### config.mk
export PLATFORM = sky130hd
export DESIGN_NAME = vreg_wb_packer
export DESIGN_NICKNAME = d
export VERILOG_FILES = /design/src/rtl/vreg_wb_packer.sv
export SDC_FILE = /design/constraint.sdc
export NUM_CORES = 1
export LEC_CHECK = 0
export ABC_AREA = 1
export ABC_CLOCK_PERIOD_IN_PS = 12460
export CELL_PAD_IN_SITES_DETAIL_PLACEMENT = 2
export CELL_PAD_IN_SITES_GLOBAL_PLACEMENT = 2
export CORE_MARGIN = 2
export CORE_UTILIZATION = 28
export CTS_CLUSTER_SIZE = 30
export DETAILED_ROUTE_END_ITERATION = 10
export PLACE_DENSITY = 0.78
export SYNTH_ARGS = -nofsm -noshare
export SYNTH_HDL_FRONTEND = slang
export SYNTH_SLANG_ARGS = --single-unit
### constraint.sdc
create_clock -name clk -period 12.46 [get_ports clk]
set_input_delay 1.869 -clock clk [delete_from_list [all_inputs] [get_ports clk]]
set_output_delay 1.869 -clock clk [all_outputs]
set_load 0.05 [all_outputs]
### src/rtl/vreg_wb_packer.sv
// Vector writeback packer: gathers vl elements into one VLEN word
// and issues a single full-register write to the vector RF.
//
// Ports:
//   clk, rst        clock, async active-high reset
//   cmd_*           command handshake (vrd, vl)
//   elem_*          element handshake (one DATA_WIDTH element)
//   vregw_en_o      RF write enable (one cycle)
//   vrd_addr_o      RF write address (registered)
//   vrd_data_o      RF write data (registered, elem0 in LSBs)
//   busy_o, done_o  status; done_o pulses once per command
module vreg_wb_packer #(
  parameter int DATA_WIDTH = 32,
  parameter int ELEMENTS   = 8,
  parameter int VLEN       = DATA_WIDTH * ELEMENTS,
  parameter int VLW        = $clog2(ELEMENTS + 1)
) (
  input  logic                  clk,
  input  logic                  rst,
  input  logic                  cmd_valid_i,
  output logic                  cmd_ready_o,
  input  logic [4:0]            cmd_vrd_i,
  input  logic [VLW-1:0]        cmd_vl_i,
  input  logic                  elem_valid_i,
  output logic                  elem_ready_o,
  input  logic [DATA_WIDTH-1:0] elem_data_i,
  output logic                  vregw_en_o,
  output logic [4:0]            vrd_addr_o,
  output logic [VLEN-1:0]       vrd_data_o,
  output logic                  busy_o,
  output logic                  done_o
);

  typedef enum logic [1:0] {
    IDLE    = 2'd0,
    COLLECT = 2'd1,
    WRITE   = 2'd2
  } state_t;

  localparam logic [VLW-1:0] MAX_VL = VLW'(ELEMENTS);

  state_t            state;
  state_t            state_d;
  logic [4:0]        vrd_q;
  logic [VLW-1:0]    vl_q;
  logic [VLW-1:0]    idx;
  logic [VLEN-1:0]   buf_q;

  logic              cmd_fire;
  logic              elem_fire;
  logic              last;
  logic [VLW-1:0]    vl_clamp;

  assign cmd_fire  = cmd_valid_i && cmd_ready_o;
  assign elem_fire = elem_valid_i && elem_ready_o;

  // Oversized requests still only fill one register.
  assign vl_clamp = (cmd_vl_i > MAX_VL) ? MAX_VL
                                        : cmd_vl_i;

  assign last = (idx + VLW'(1)) == vl_q;

  always_ff @(posedge clk or posedge rst) begin
    if (rst) begin
      state <= IDLE;
    end else begin
      state <= state_d;
    end
  end

  always_comb begin
    state_d = state;
    unique case (state)
      IDLE: begin
        if (cmd_fire) begin
          state_d = (vl_clamp == '0) ? WRITE
                                     : COLLECT;
        end
      end
      COLLECT: begin
        if (elem_fire && last) begin
          state_d = WRITE;
        end
      end
      WRITE: begin
        state_d = IDLE;
      end
      default: begin
        state_d = IDLE;
      end
    endcase
  end

  assign cmd_ready_o  = (state == IDLE);
  assign elem_ready_o = (state == COLLECT);
  assign busy_o       = (state != IDLE);
  assign done_o       = (state == WRITE);

  // v0 and empty vectors complete without touching the RF.
  assign vregw_en_o = (state == WRITE)
                   && (vrd_q != '0)
                   && (vl_q != '0);

  assign vrd_addr_o = vrd_q;
  assign vrd_data_o = buf_q;

  always_ff @(posedge clk or posedge rst) begin
    if (rst) begin
      vrd_q <= '0;
      vl_q  <= '0;
      idx   <= '0;
      buf_q <= '0;
    end else if (cmd_fire) begin
      vrd_q <= cmd_vrd_i;
      vl_q  <= vl_clamp;
      idx   <= '0;
      // Cleared up front so tail elements write as zero.
      buf_q <= '0;
    end else if (elem_fire) begin
      idx <= idx + VLW'(1);
      for (int k = 0; k < ELEMENTS; k++) begin
        if (idx == VLW'(k)) begin
          buf_q[k*DATA_WIDTH +: DATA_WIDTH] <= elem_data_i;
        end
      end
    end
  end

endmodule

==> Yosys cells after proc, flatten, opt, wreduce, memory -nomap -nowiden <==
Index checks and enable logic that the tools add are counted.
{ "op_classes": {"n_addsub": 1, "n_mul": 0, "n_div": 0, "magnitude_cmp": 1, "eq_ne": 12, "shifts": 0, "muxes": 17, "bitwise": 0, "reduce_logical": 29} }
{ "op_table": {"columns": ["cell", "count"], "rows": [
  ["$mux 256", 2],
  ["$mux 32", 8],
  ["$reduce_bool 2->1", 10],
  ["$reduce_and 2->1", 9],
  ["$eq 4x3->1 const B", 4],
  ["$mux 4", 3],
  ["$eq 4x2->1 const B", 2],
  ["$logic_not 4->1", 2],
  ["$mux 2", 3],
  ["$logic_and 1x1->1", 5],
  ["$reduce_bool 5->1", 1],
  ["$add 4x1->4 const B", 1],
  ["$eq 4x1->1 const B", 1],
  ["$eq 4x4->1", 1],
  ["$gt 4x4->1 const B", 1],
  ["$ne 2x1->1 const B", 2],
  ["$pmux 2 s2", 1],
  ["$reduce_bool 4->1", 1],
  ["$eq 2x1->1 const B", 1],
  ["$eq 2x2->1 const B", 1],
  ["$logic_not 2->1", 1]
]} }
{ "totals": {"ff_bits": 271, "latch_bits": 0, "mem_bits_rw": 0, "rom_bits": 0, "input_bits": 45, "output_inout_bits": 266, "word_cells": 72, "mem_count": 0} }

==> Longest topological paths before layout <==
Gate-level depths: netlist of the first run.
{ "depth": {"ltp_word": 6, "mapped_depth": 10, "depth_no_buf": 10} }

==> Worst setup path after synthesis of the first run <==
No wires, ideal clock.
{ "synth_path": {"path_kind": "register to output", "from": "register state[0]", "to": "output port vregw_en_o", "t_arrival_ns": 2.008, "required_ns": 10.591, "setup_slack_ns": 8.583, "stages_incl_launch_ff": 4, "path_buffers": 0, "cell_sequence": "dfrtp_1 -> nor2_1 -> nand2_1 -> a21oi_1"} }
{ "synth_via": {"elab_chain_len": 3} }
{ "synth_rtl": {"columns": ["element", "line", "text"], "rows": [
  ["start: declaration", "42", "state_t state;"],
  ["start signal: assignment", "67", "state <= state_d;"],
  ["$eq 2x2->1", null, null],
  ["net done_o", "31", "output logic done_o"],
  ["$logic_and 1x1->1", "101", "&& (vrd_q != '0)"],
  ["$logic_and 1x1->1", "102", "&& (vl_q != '0);"],
  ["end: declaration", "27", "output logic vregw_en_o,"]
]} }
The timed path passes the listed nets, and every way through them passes these cells.

==> Final worst setup path of the first run <==
{ "layout_path": {"from": "register state[0]", "to": "output port vregw_en_o"} }
{ "layout_via": {"elab_chain_len": 3} }
{ "layout_rtl": {"columns": ["element", "line", "text"], "rows": [
  ["$eq 2x2->1", "100", "assign vregw_en_o = (state == WRITE)"],
  ["$logic_and 1x1->1", "101", null],
  ["$logic_and 1x1->1", "102", null]
]} }
Every way passes these cells.

==> flow_summary_export.csv, run 1 <==
group,metric,value,unit
worst_setup_path,setup.worst_path.start_class,"flop",
timing,whs,0.473,ns
synth,synth_adder_area_share,0.481,%
worst_setup_path,crit_path_start,"state[0]$_DFFE_PP0P_",
die,area_of_the_die,0.0387,mm²
die,floorplan.initialDensity,28.4,%
synth,synth.mux.area_fraction,0,%
detailed_routing,avgRoutedWirePerCell,20.6,µm
timing,post-route-period-util,33.3,%
synth,postSynthNetCount,1146,
worst_setup_path,r2r-end,"vrd_data_o[184]$_DFFE_PP0P_",
worst_setup_path,worstPathRequired,10.59,ns
power,vdd.ir_drop.worst,124,µV
cts,clock_tree.buffer_depth,3,
grt,grt_first_pass_wirelength,60000,µm
synth,synth_area,0.0104,mm²
detailed_routing,route.final.wire_length,38700,µm
cts,holdBufCountCts,0,
cts,clock-root-buffer,"sky130_fd_sc_hd__clkbuf_16",
cts,cts_tree,"built",
synth,synthXorXnorAreaFrac,0.0842,%
grt,antenna_violations_before_repair,1,
finish,mostFrequentLayoutCells,"431 x sky130_fd_sc_hd__nand2_1, 310 x sky130_fd_sc_hd__clkdlybuf4s50_1, 271 x sky130_fd_sc_hd__dfrtp_1",
timing,fmax,241,MHz
worst_setup_path,crit_type,"reg2out",
cts,post_cts.resized_instances,0,
power,powerDensity,332,mW/mm²
outcome,run_status,"completed",
power,static-leakage-power,6.92,nW
grt,globalRouteTotalUtil,20.2,%
synth,synth_area_in_compound_gates,9.66,%
worst_setup_path,worst_path_arrival,2.28,ns
detailed_routing,avgViaCountPerCell,4.72,
detailed_routing,drtAntennaViolNets,0,
detailed_routing,firstDrtPassIters,4,
synth,area_share_of_and_or_nand_nor_cells_after_synthesis,19.5,%
detailed_routing,remaining_drc_errors,0,
timing,fin_worst_skew,0.0187,ns
timing,rsz0062_at_grt,"no",
worst_setup_path,r2r_start,"state[0]$_DFFE_PP0P_",
die,die_y,197,µm
timing,slew-limit-headroom,17.3,%
worst_setup_path,crit_end,"vregw_en_o",
die,io-pin-count,311,
die,core,0.0366,mm²
die,die_width,197,µm
synth,netlist_instances,1097,
placement,place_hpwl,26300,µm
synth,synth.ff_latch_count,271,
synth,postSynthAreaPerCell,9.48,µm²
timing,final-max-slew-violation-count,0,
timing,fin_crit,4.15,ns
cts,post-cts-setup-buffer-count,0,
placement,port_buffers,310,
finish,post_route_cells_drive_above_1_share,5.24,%
worst_setup_path,reg2regPathDepth,5,
timing,worst_pin_slew,1.24,ns
grt,grt_max_degree,172,
worst_setup_path,setup.reg_to_reg.worst_slack,9.64,ns
timing,finalSetupTns,0,ns
timing,setup-violations-final,0,
cts,clock_latency,0.56,ns
synth,main_combinational_cell_family_by_area_after_synthesis,"simple AND/OR/NAND/NOR gates",
worst_hold_path,hold_path_class,"reg2reg",
finish,layout.cells.most_common,"sky130_fd_sc_hd__nand2_1",
detailed_routing,routed-via-count,8882,
finish,area_growth_syn_to_layout,42.8,%
die,fp-row-count,70,
job,drv_cap,0,
grt,number_of_global_route_vias_before_repair,9782,
finish,finish.net_count,1442,
worst_setup_path,timing.critical_path.to_type,"output pin",
placement,gp_congestion,0.782,
power,total_power,4.93,mW
timing,hold_viol,0,
grt,gr-total-overflow,0,
cts,clk_transition_reported_paths,0.06,ns
detailed_routing,detailedRoute.firstIterationViolations,351,
synth,synth-seq-area-share,65.2,%
synth,yosys_warnings,0,
cts,clock_tree.htree_level_count,1,
cts,tritoncts_num_sinks,271,
worst_setup_path,path_max_fanout,4,
synth,synthDistinctLibCells,28,
cts,cts-buffers-inserted,31,
[through the flow]
step           utilization (%)  setup slack (ns)  cell area [µm²]  cells
2_1_floorplan                -              3.12            10400   1097
3_3_place_gp              38.0              7.89            13900   1828
3_5_place_dp              38.0              7.76            13900   1828
4_1_cts                   40.6              8.23            14800   1881
5_1_grt                   40.6              7.98            14800   1881
6_report                  40.6              8.31            14800   1882
[power by group]
group,switching [mW],internal [mW],total (mW),leakage (nW)
Clock,0.363,0.490,0.853,0.455
Combinational,1.90,0.740,2.64,2.96
Sequential,0.217,1.22,1.44,3.51
Total,2.48,2.45,4.93,6.92
[metal layers]
layer  vias to the layer above  routed length (µm)  track usage, %
met4                         2                1030            5.35
met1                      4502               16400            25.7
met5                         -                  13               0
met2                       248               18400            33.9
li1                       4063                   -               -
met3                        67                2840            5.46
[cell families after synthesis]
group	Yosys count
AO/OA/AOI/OAI	197
XOR/XNOR	1
adder cells (fa/ha/maj)	4
buffers and inverters	119
flip-flops	271
AND/OR/NAND/NOR	505
[cells in the mapped netlist]
| cell | instances | area share (%) |
|---|---|---|
| sky130_fd_sc_hd__nand2_2 | 2 | 0.12 |
| sky130_fd_sc_hd__buf_4 | 1 | 0.072 |
| sky130_fd_sc_hd__buf_6 | 5 | 0.54 |
| sky130_fd_sc_hd__nand3_2 | 1 | 0.096 |
| sky130_fd_sc_hd__o22ai_1 | 2 | 0.12 |
| sky130_fd_sc_hd__xor2_1 | 1 | 0.084 |
| sky130_fd_sc_hd__nor2_4 | 1 | 0.11 |
| sky130_fd_sc_hd__buf_2 | 21 | 1.0 |
| sky130_fd_sc_hd__nor2_2 | 9 | 0.54 |
| sky130_fd_sc_hd__nor2_1 | 18 | 0.65 |
| sky130_fd_sc_hd__o21ai_0 | 187 | 9.0 |
| sky130_fd_sc_hd__o31ai_4 | 1 | 0.20 |
| sky130_fd_sc_hd__nor3_2 | 5 | 0.48 |
| sky130_fd_sc_hd__clkbuf_1 | 16 | 0.58 |
| sky130_fd_sc_hd__nand3_1 | 31 | 1.5 |
| sky130_fd_sc_hd__inv_1 | 61 | 2.2 |
| sky130_fd_sc_hd__a21oi_1 | 2 | 0.096 |
| sky130_fd_sc_hd__nor3_1 | 4 | 0.19 |
| sky130_fd_sc_hd__inv_2 | 1 | 0.036 |
| sky130_fd_sc_hd__buf_1 | 3 | 0.11 |
| sky130_fd_sc_hd__dfrtp_1 | 271 | 65 |
| sky130_fd_sc_hd__o21ai_1 | 5 | 0.24 |
| sky130_fd_sc_hd__clkbuf_2 | 10 | 0.48 |
| sky130_fd_sc_hd__nand2_1 | 431 | 16 |
| sky130_fd_sc_hd__nand2_4 | 1 | 0.11 |
| sky130_fd_sc_hd__inv_4 | 1 | 0.060 |
| sky130_fd_sc_hd__nand4_1 | 2 | 0.12 |
| sky130_fd_sc_hd__ha_1 | 4 | 0.48 |
[layout make-up]
type / instances / area, µm²
fillers: 3969 / 21800
flip-flops and latches: 271 / 6780
repair buffers: 319 / 3180
multi-input cells: 707 / 3120
clock buffers: 48 / 900
well taps: 468 / 586
inverters: 63 / 246
clock inverters: 5 / 31.3
diodes: 1 / 2.50
[worst min path at each step]
stage / from / end / slack [ns] / cells after the start
detailed placement: vrd_data_o[81]$_DFFE_PP0P_ / vrd_data_o[81]$_DFFE_PP0P_ / 0.46 / 2
finish: vrd_data_o[177]$_DFFE_PP0P_ / vrd_data_o[177]$_DFFE_PP0P_ / 0.47 / 2
floorplan: vl_q[0]$_DFFE_PP0P_ / vl_q[0]$_DFFE_PP0P_ / 0.49 / 2
CTS: vrd_data_o[209]$_DFFE_PP0P_ / vrd_data_o[209]$_DFFE_PP0P_ / 0.48 / 2
global placement: vrd_data_o[100]$_DFFE_PP0P_ / vrd_data_o[100]$_DFFE_PP0P_ / 0.45 / 2
global route: vrd_data_o[209]$_DFFE_PP0P_ / vrd_data_o[209]$_DFFE_PP0P_ / 0.50 / 2
[registers in the layout (all words and copies together) (netlist names)]
name	flops
vrd_data_o	256
vrd_addr_o	5
idx	4
vl_q	4
state	2
[critical path, cell delays in order (launching register included)]
cell	delay [ns]
sky130_fd_sc_hd__dfrtp_1	0.42
sky130_fd_sc_hd__nor2_1	0.25
sky130_fd_sc_hd__nand2_1	0.11
sky130_fd_sc_hd__a21oi_1	0.13
sky130_fd_sc_hd__clkdlybuf4s50_1	0.83
(Power assumes the default switching activity.)
==> run 2: changes to the inputs <==
ABC_CLOCK_PERIOD_IN_PS = 3470   (was 12460)
CORE_UTILIZATION = 25   (was 28)
PLACE_DENSITY = 0.73   (was 0.78)
clock period = 3.47 ns   (was 12.46 ns; I/O delays follow)
==> run 2 against run 1 <==
Clock power rose to 4.1 times the previous value. Largest cell class unchanged. Non-clock buffer count rose by 16. Utilization fell by 3.4 points. Combinational power rose to 3.6 times the previous value.
==> flow_summary_export.csv, run 2 (same netlist as run 1, synthesis figures left out) <==
group,metric,value,unit
detailed_routing,drtAntennaViolNets,0,
cts,post_cts.resized_instances,0,
detailed_routing,avgRoutedWirePerCell,20.3,µm
die,die_width,208,µm
cts,clk_transition_reported_paths,0.06,ns
power,internal_power,9.24,mW
timing,rsz0062_at_grt,"no",
die,area_of_the_die,0.0432,mm²
worst_setup_path,timing.critical_path.to_type,"output pin",
worst_setup_path,worst_path_arrival,2.17,ns
worst_setup_path,crit_buf_inv,1,
die,floorplan.initialDensity,25.4,%
cts,tritoncts_num_sinks,271,
power,vdd.ir_drop.worst,411,µV
grt,antenna_violations_before_repair,0,
cts,clock_latency,0.53,ns
finish,finish.net_count,1461,
worst_setup_path,path_cells,"nor2_1, nand2_1, a21oi_1, clkdlybuf4s50_1",
grt,global_routing_s_busiest_layer,"met2",
worst_setup_path,setup.worst_path.start_class,"flop",
placement,port_buffers,310,
cts,cts-buffers-inserted,34,
worst_setup_path,setup.reg_to_reg.worst_slack,1.10,ns
grt,number_of_global_route_vias_before_repair,9760,
placement,dp_cells,1908,
finish,largest_register_ff_count,256,
timing,post-route-period-util,77.6,%
cts,cts_tree,"built",
power,total_power,18.3,mW
worst_setup_path,r2r_start,"idx[0]$_DFFE_PP0P_",
finish,layoutNonFillerInstCount,1962,
finish,area_growth_syn_to_layout,46.4,%
grt,globalRouteTotalUtil,18.6,%
timing,fin_crit,2.69,ns
timing,fin_worst_skew,0.0210,ns
finish,post_route_cells_drive_above_1_share,6.78,%
worst_setup_path,critical_path_top_delay_cell,"sky130_fd_sc_hd__clkdlybuf4s50_1",
power,power_switching,9.02,mW
placement,place_area,0.0141,mm²
timing,hold_viol,0,
cts,clock_tree.buffer_depth,3,
cts,clock-root-buffer,"sky130_fd_sc_hd__clkbuf_16",
grt,grt_first_pass_wirelength,61900,µm
timing,final-max-slew-violation-count,0,
power,netSwitchingFraction,49.4,%
grt,globalRouteMet3Util,4.30,%
worst_setup_path,path_delay_family,"buffers and inverters",
finish,antenna-diode-count,0,
grt,globalRouteMet2Util,30.9,%
grt,grt.met1_usage,24.3,%
timing,fmax,372,MHz
power,power.sequential.fraction,28.4,%
finish,layout.cells.most_common,"sky130_fd_sc_hd__nand2_1",
timing,setup-violations-final,0,
finish,mostFrequentLayoutCells,"431 x sky130_fd_sc_hd__nand2_1, 310 x sky130_fd_sc_hd__clkdlybuf4s50_1, 271 x sky130_fd_sc_hd__dfrtp_1",
placement,place_hpwl,27600,µm
power,static-leakage-power,7.09,nW
worst_setup_path,r2r-end,"vrd_data_o[69]$_DFFE_PP0P_",
detailed_routing,detailedRoute.firstIterationViolations,310,
worst_setup_path,critical_path.max_stage_delay,0.82,ns
worst_setup_path,cp.depth,4,
detailed_routing,routed-via-count,8917,
outcome,run_status,"completed",
detailed_routing,firstDrtPassIters,4,
die,fp-row-count,74,
job,drv_cap,0,
worst_setup_path,worstPathRequired,2.95,ns
detailed_routing,remaining_drc_errors,0,
grt,grt_max_degree,75,
placement,gp_congestion,0.748,
grt,gr-total-overflow,0,
worst_setup_path,reg2regPathDepth,9,
timing,worst_pin_slew,1.17,ns
power,powerDensity,1200,mW/mm²
finish,finalInstanceArea,0.0152,mm²
worst_hold_path,hold_path_class,"in2async",
die,die_y,208,µm
worst_setup_path,path_max_fanout,4,
power,power_frac_clock,19.3,%
cts,clock_tree.htree_level_count,2,
worst_setup_path,crit_type,"reg2out",
detailed_routing,route.final.wire_length,39800,µm
die,core,0.0409,mm²
finish,layout.filler_cells,4439,
cts,holdBufCountCts,0,
cts,post-cts-setup-buffer-count,0,
die,io-pin-count,311,
power,share_comb_of_total_power,52.3,%
detailed_routing,avgViaCountPerCell,4.54,
timing,slew-limit-headroom,21.6,%
## run 2: cell count changes in the layout (fill, tap and decap cells not counted), moves of 2 or more
cell / before / now
sky130_fd_sc_hd__buf_4: 8 / 22
sky130_fd_sc_hd__clkbuf_1: 11 / 5
sky130_fd_sc_hd__clkbuf_16: 31 / 35
sky130_fd_sc_hd__bufinv_16: 0 / 3
sky130_fd_sc_hd__buf_12: 1 / 3
sky130_fd_sc_hd__clkinv_2: 3 / 5
## run 2: layout make-up
class	instances	area [µm²]	share of cell area, %
timing repair buffer	335	3330	21.9
clock buffer	45	963	6.33
clock inverter	9	124	0.814
multi-input combinational	707	3120	20.5
tap	532	666	4.37
sequential	271	6780	44.5
inverter	63	243	1.59
## run 2: how the worst max path moves through the flow
stage / start / endpoint / slack (ns)
after floorplan: rst / idx[0]$_DFFE_PP0P_ / -0.63
after global placement: elem_valid_i / vrd_data_o[11]$_DFFE_PP0P_ / 0.78
after CTS: state[0]$_DFFE_PP0P_ / vregw_en_o / 0.70
after global routing: state[1]$_DFFE_PP0P_ / vregw_en_o / 0.62
after detailed placement: elem_valid_i / vrd_data_o[37]$_DFFE_PP0P_ / 0.69
final: state[0]$_DFFE_PP0P_ / vregw_en_o / 0.78
## run 2: per-layer routing
metal	up-vias	part of all wire, %	wire length (µm)
met3	45	5.6	2240
li1	4095	-	-
met5	-	0	0
met4	0	1.9	752
met2	233	48	19100
met1	4544	44	17700
## run 2: power groups by stage
stage / Sequential (mW) / Clock, mW / Combinational (mW)
finish: 5.18 / 3.52 / 9.55
global route: 5.34 / 3.74 / 10.1
global placement: 5.18 / 0 / 9.46
floorplan: 9.10 / 0 / 2.04
CTS: 5.20 / 3.63 / 9.69
detailed placement: 5.22 / 0 / 9.62
## run 2: metrics by stage
stage	setup slack [ns]	setup TNS (ns)	util (%)	hold WS, ns
2_1_floorplan	-0.632	-171.25	-	0.495
3_3_place_gp	0.783	0	34.5	0.454
3_5_place_dp	0.688	0	34.5	0.462
4_1_cts	0.702	0	37.2	0.398
5_1_grt	0.616	0	37.2	0.431
6_report	0.779	0	37.2	0.412
